--- config.mk ---
export PLATFORM = sky130hd
export DESIGN_NAME = inv2_rr_scheduler
export DESIGN_NICKNAME = d
export VERILOG_FILES = /design/src/rtl/kf_fxp_pkg.sv /design/src/rtl/inv2_rr_scheduler_arbiter.sv /design/src/rtl/inv2_rr_scheduler.sv
export SDC_FILE = /design/constraint.sdc
export NUM_CORES = 1
export LEC_CHECK = 0
export CAP_MARGIN = 20
export CELL_PAD_IN_SITES_DETAIL_PLACEMENT = 1
export CELL_PAD_IN_SITES_GLOBAL_PLACEMENT = 2
export CORE_AREA = 2 2 227 229
export DETAILED_ROUTE_END_ITERATION = 12
export DIE_AREA = 0 0 229 231
export PLACE_DENSITY = 0.77
export SYNTH_ARGS = -nofsm -noshare
export SYNTH_HDL_FRONTEND = slang
export SYNTH_HIERARCHICAL = 1
export SYNTH_SLANG_ARGS = --single-unit
--- constraint.sdc ---
create_clock -name clk -period 4.2 [get_ports clk]
set_clock_uncertainty 0.15 [all_clocks]
set_input_delay 0.84 -clock clk [delete_from_list [all_inputs] [get_ports clk]]
set_output_delay 0.84 -clock clk [all_outputs]
set_load 0.01 [all_outputs]
--- src/rtl/kf_fxp_pkg.sv ---
// Shared fixed-point definitions for the 2x2 inverse scheduling slice.
package kf_fxp_pkg;

  localparam int DEF_N    = 20;
  localparam int DEF_FRAC = 10;

  // Element slot within a packed {a,b,c,d} word, in units of N bits.
  localparam int OFS_A = 3;
  localparam int OFS_B = 2;
  localparam int OFS_C = 1;
  localparam int OFS_D = 0;

  typedef enum logic [1:0] {
    ST_IDLE  = 2'd0,
    ST_ISSUE = 2'd1,
    ST_WAIT  = 2'd2,
    ST_RESP  = 2'd3
  } sched_state_e;

endpackage

--- src/rtl/inv2_rr_scheduler_arbiter.sv ---
// Combinational round-robin pick: first valid request at or after ptr, wrapping.
module rr_arbiter #(
  parameter int NREQ = 4,
  parameter int IDW  = 2
) (
  input  logic [NREQ-1:0] req,
  input  logic [IDW-1:0]  ptr,
  output logic [NREQ-1:0] grant,
  output logic [IDW-1:0]  id,
  output logic            any
);

  logic [IDW-1:0] idx;

  always_comb begin
    grant = '0;
    id    = '0;
    any   = 1'b0;
    idx   = '0;
    for (int i = 0; i < NREQ; i++) begin
      idx = IDW'((int'(ptr) + i) % NREQ);
      if (!any && req[idx]) begin
        any        = 1'b1;
        grant[idx] = 1'b1;
        id         = idx;
      end
    end
  end

endmodule

--- src/rtl/inv2_rr_scheduler.sv ---
// Round-robin front end sharing one 2x2 inverse engine among NREQ requesters.
//   state | meaning
//   IDLE  | arbitrate, accept winner and latch its operands
//   ISSUE | one-cycle engine start, clear watchdog
//   WAIT  | hold operands, wait for done or watchdog expiry
//   RESP  | present tagged response until consumed
module inv2_rr_scheduler
  import kf_fxp_pkg::*;
#(
  parameter int N       = DEF_N,
  parameter int FRAC    = DEF_FRAC,
  parameter int NREQ    = 4,
  parameter int IDW     = 2,
  parameter int TIMEOUT = 15
) (
  input  logic                  clk,
  input  logic                  rst,
  input  logic [NREQ-1:0]       req_valid,
  output logic [NREQ-1:0]       req_ready,
  input  logic [NREQ*4*N-1:0]   req_abcd,
  output logic                  rsp_valid,
  input  logic                  rsp_ready,
  output logic [IDW-1:0]        rsp_id,
  output logic                  rsp_err,
  output logic [N-1:0]          rsp_ia,
  output logic [N-1:0]          rsp_ib,
  output logic [N-1:0]          rsp_ic,
  output logic [N-1:0]          rsp_id_out,
  output logic                  eng_start,
  output logic [N-1:0]          eng_a,
  output logic [N-1:0]          eng_b,
  output logic [N-1:0]          eng_c,
  output logic [N-1:0]          eng_d,
  input  logic                  eng_done,
  input  logic [N-1:0]          eng_ia,
  input  logic [N-1:0]          eng_ib,
  input  logic [N-1:0]          eng_ic,
  input  logic [N-1:0]          eng_id,
  output logic                  busy
);

  localparam int CW = (TIMEOUT > 1) ? $clog2(TIMEOUT) : 1;

  if (IDW != $clog2(NREQ)) begin : g_bad_idw
    $error("IDW must equal clog2(NREQ)");
  end
  if (FRAC >= N) begin : g_bad_frac
    $error("FRAC must be smaller than N");
  end

  sched_state_e   state_q, state_d;
  logic [IDW-1:0] ptr_q, ptr_d;
  logic [IDW-1:0] id_q, id_d;
  logic [CW-1:0]  cnt_q, cnt_d;
  logic [4*N-1:0] ops_q, ops_d;
  logic [4*N-1:0] res_q, res_d;
  logic           err_q, err_d;

  logic [NREQ-1:0] arb_grant;
  logic [IDW-1:0]  arb_id;
  logic            arb_any;

  rr_arbiter #(.NREQ(NREQ), .IDW(IDW)) u_arb (
    .req   (req_valid),
    .ptr   (ptr_q),
    .grant (arb_grant),
    .id    (arb_id),
    .any   (arb_any)
  );

  always_comb begin
    state_d = state_q;
    ptr_d   = ptr_q;
    id_d    = id_q;
    cnt_d   = cnt_q;
    ops_d   = ops_q;
    res_d   = res_q;
    err_d   = err_q;
    case (state_q)
      ST_IDLE: begin
        if (arb_any) begin
          id_d    = arb_id;
          ops_d   = req_abcd[int'(arb_id)*4*N +: 4*N];
          state_d = ST_ISSUE;
        end
      end
      ST_ISSUE: begin
        cnt_d   = '0;
        state_d = ST_WAIT;
      end
      ST_WAIT: begin
        // done takes priority over a watchdog expiry in the same cycle
        if (eng_done) begin
          res_d   = {eng_ia, eng_ib, eng_ic, eng_id};
          err_d   = 1'b0;
          state_d = ST_RESP;
        end else if (cnt_q == CW'(TIMEOUT - 1)) begin
          res_d   = '0;
          err_d   = 1'b1;
          state_d = ST_RESP;
        end else begin
          cnt_d = cnt_q + 1'b1;
        end
      end
      ST_RESP: begin
        if (rsp_ready) begin
          ptr_d   = (id_q == IDW'(NREQ - 1)) ? '0 : id_q + 1'b1;
          state_d = ST_IDLE;
        end
      end
      default: state_d = ST_IDLE;
    endcase
  end

  always_ff @(posedge clk) begin
    if (rst) begin
      state_q <= ST_IDLE;
      ptr_q   <= '0;
      id_q    <= '0;
      cnt_q   <= '0;
      ops_q   <= '0;
      res_q   <= '0;
      err_q   <= 1'b0;
    end else begin
      state_q <= state_d;
      ptr_q   <= ptr_d;
      id_q    <= id_d;
      cnt_q   <= cnt_d;
      ops_q   <= ops_d;
      res_q   <= res_d;
      err_q   <= err_d;
    end
  end

  assign req_ready  = (state_q == ST_IDLE) ? arb_grant : '0;
  assign eng_start  = (state_q == ST_ISSUE);
  assign rsp_valid  = (state_q == ST_RESP);
  assign busy       = (state_q != ST_IDLE);
  assign rsp_id     = id_q;
  assign rsp_err    = err_q;
  assign eng_a      = ops_q[OFS_A*N +: N];
  assign eng_b      = ops_q[OFS_B*N +: N];
  assign eng_c      = ops_q[OFS_C*N +: N];
  assign eng_d      = ops_q[OFS_D*N +: N];
  assign rsp_ia     = res_q[OFS_A*N +: N];
  assign rsp_ib     = res_q[OFS_B*N +: N];
  assign rsp_ic     = res_q[OFS_C*N +: N];
  assign rsp_id_out = res_q[OFS_D*N +: N];

endmodule

==> run_results.csv, run 1 <==
group,metric,value,unit
pwr,power_frac_clock,23.9,%
pwr,switching_power,0.00232,W
pwr,max-vdd-ir-drop,0.313,mV
status,status,"finished clean",
min_path,holdCritStartpoint,"res_q[40]",
worst_setup_path,cp_slowest_cell,"mux4_2",
worst_setup_path,r2r-start,"ptr_q[1]",
yosys,synth.largest_area_cell,"dfxtp_1",
final_layout,layout.nets,1573,
yosys,synth.most_common_cell,"dfxtp_1",
floorplanning,num_rows,83,
yosys,yosys_warnings,6,
yosys,ys.flop_type,"dfxtp_1",
yosys,synth_nets,999,
final_layout,drive_gt1_share,13.6,%
job,maxCapViolCount,0,
sta,min_period_over_period,98.6,%
worst_setup_path,cp_common_cell,"clkdlybuf4s50_1",
global_route,grt_pass1_wl,56.1,mm
yosys,syn_inst,578,
sta,period_needed,4.14,ns
routing,first_pass_iters,4,
final_layout,final_util,29.9,%
worst_setup_path,crit_start,"req_valid[0]",
placement,gp_congestion,0.811,
worst_setup_path,arrival,3.15,ns
worst_setup_path,cp_max_fo,5,
yosys,async_flop_share,0,%
pwr,switching_share,33.9,%
routing,drt-total-wl,39.6,mm
worst_setup_path,path_class,"in2out",
floorplanning,die-area,52900,um^2
routing,viasPerCell,4.22,
pwr,comb_power_share,43.6,%
clocking,cts_hold_buf,0,
sta,final_max_slew_viol_count,0,
sta,final-hold-violation-count,0,
clocking,cts_buffers,17,
routing,ant_nets,0,
clocking,cts_root_buf,"clkbuf_16",
pwr,power,0.00683,W
routing,wire_per_inst,21.4,um
routing,vias,7815,
clocking,insertion_delay,0.48,ns
pwr,p_per_area,450,nW/um^2
worst_setup_path,worstSetupStartpointType,"input pin",
worst_setup_path,max_stage_delay,0.54,ns
clocking,htree_num_levels,4,
final_layout,regArea,3420,um^2
yosys,synth_seq_cells,171,
floorplanning,boundaryPins,578,
final_layout,fillers,5651,
pwr,leakagePower,5.47,nW
yosys,synth_edf_count,0,
global_route,antenna_found_initial,10,
sta,fmax,241,MHz
yosys,synth_cell_type_count,39,
routing,drt_iter0_markers,371,
clocking,cts_tree,"built",
worst_setup_path,required,3.21,ns
min_path,holdCritPathClass,"reg2reg",
worst_setup_path,path_cells,"clkdlybuf4s50_1 > mux4_2 > nor4b_4 > a22oi_1 > o21ai_0 > and2_1 > clkdlybuf4s50_1",
sta,final-setup-viol-count,0,
worst_setup_path,critPathTopFamily,"buffers and inverters",
floorplanning,core,50700,um^2
yosys,synth_area,7860,um^2
global_route,grt.overflow.total,0,
pwr,p_int,0.00451,W
placement,dpl.hpwl,31.9,mm
yosys,synthTopCellsByArea,"dfxtp_1, mux4_2, a22o_1, buf_6, ha_1",
worst_setup_path,path_buf_inv,2,
routing,drcViolationCount,0,
global_route,grt_max_degree,81,
final_layout,multiInputGateArea,4050,um^2
floorplanning,fp.dieH,231,um
yosys,avgSynthCellArea,13.6,um^2
yosys,yosysSeqAreaShare,43.6,%
global_route,grt_pass1_vias,8382,
worst_setup_path,crit_path_end_kind,"output port",
clocking,clk_pin_slew,0.08,ns
clocking,clock_sinks,171,
floorplanning,die_w,229,um
yosys,synth_top_area_share,43.6,%
clocking,cts_buffer_depth,2,
sta,relSlewSlack,46.1,%
placement,port_buffers,577,
floorplanning,start_util,15.5,%
yosys,synth_common_cells,"dfxtp_1, a22o_1, mux4_2",
pwr,sequentialPowerShare,32.5,%
sta,tightestPinTransition,0.807,ns
global_route,grt_usage,14.6,%
final_layout,syn2layout_area_growth,92.9,%
==> path summary, 6_finish.rpt <==
check,endpoint,slack [ns],depth (start not counted)
setup reg to reg,ops_q[11],0.74,13
setup / recovery,req_ready[3],0.06,7
hold reg to reg,res_q[40],0.33,1
hold / removal,res_q[40],0.33,1
==> worst reg2reg max path: stages, from the launching register on <==
cell     delay [ns]
dfxtp_1        0.34
inv_1          0.10
ha_1           0.37
mux4_2         0.38
nor4b_4        0.39
buf_4          0.18
buf_4          0.09
buf_4          0.09
nor2_1         0.04
a32o_4         0.29
buf_12         0.18
buf_12         0.24
mux4_2         0.30
a22o_1         0.20
==> through the flow <==
step	setup TNS [ns]	cell area [um^2]	cells	hold slack, ns	worst slack (ns)
floorplan	0	7860	578	0.304	1.06
global placement	0	14500	1806	0.310	0.0647
detailed placement	-0.0321	14500	1806	0.312	-0.0320
CTS	0	15100	1841	0.335	0.0294
global route	-0.104	15100	1849	0.343	-0.0664
finish	0	15200	1852	0.330	0.0573
==> layout by cell type (no fill, tap or decap), types with 7 or more instances in the layout <==
cell type	netlist	layout
diode_2	0	7
clkbuf_16	0	17
a21oi_1	8	8
buf_12	0	11
ha_1	13	13
mux4_2	81	82
nor2_1	10	8
inv_1	11	11
dfxtp_1	171	171
a22oi_1	9	9
a22o_1	160	160
buf_4	0	24
o21ai_0	7	7
clkdlybuf4s50_1	0	572
nand2_1	10	10
==> state kept, by name, indices dropped and copies added, names as in the netlist <==
name     count
ops_q       80
res_q       80
cnt_q        4
rsp_id       2
ptr_q        2
rsp_err      1
state_q      2
==> routing by layer <==
metal / part of all wire, % / track usage [%] / up-vias
li1: - / - / 3523
met1: 37 / 15.7 / 3835
met2: 51 / 24.9 / 400
met3: 9.2 / 6.13 / 55
met4: 3.0 / 6.57 / 2
met5: 0.033 / 0 / -
==> final cells by class <==
cell class / instances / share of cell area (%)
inverter: 11 / 0.272
clock buffer: 17 / 2.81
sequential: 171 / 22.6
tap: 680 / 5.61
multi-input combinational: 339 / 26.7
timing repair buffer: 612 / 40.8
clock inverter: 15 / 1.13
antenna: 7 / 0.116
==> logic make-up (layout without fill, tap and decap cells) <==
kind of cell	after synthesis	after routing	share of synthesized area [%]
mux	88	88	24.7
buf+inv	68	655	5.52
fa+ha+maj	13	13	2.07
other cells	0	7	0
simple gates	42	42	2.99
compound gates	196	196	21.1
flops	171	171	43.6
==> power by group through the flow <==
stage / Combinational, W / Sequential, W / Clock [W]
finish: 0.00297 / 0.00222 / 0.00163
global route: 0.00317 / 0.00227 / 0.00176
CTS: 0.00301 / 0.00222 / 0.00170
global placement: 0.00296 / 0.00225 / 0
detailed placement: 0.00300 / 0.00225 / 0
floorplan: 0.00121 / 0.00238 / 0
==> timing repair <==
item	CTS	global route
resized for setup	3	3
pin swaps	2	1
endpoints found under the setup margin	1	3
buffers inserted	3	4
Power figures use the tool's default switching activity.
==> run 2: changes to the inputs <==
--- a/config.mk
+++ b/config.mk
@@ -9,6 +9,7 @@
 export CELL_PAD_IN_SITES_DETAIL_PLACEMENT = 1
 export CELL_PAD_IN_SITES_GLOBAL_PLACEMENT = 2
 export CORE_AREA = 2 2 227 229
+export CTS_CLUSTER_SIZE = 12
 export DETAILED_ROUTE_END_ITERATION = 12
 export DIE_AREA = 0 0 229 231
 export PLACE_DENSITY = 0.77
==> results of run 2 <==
Final layout, timing and power as in run 1 (identical DEF).
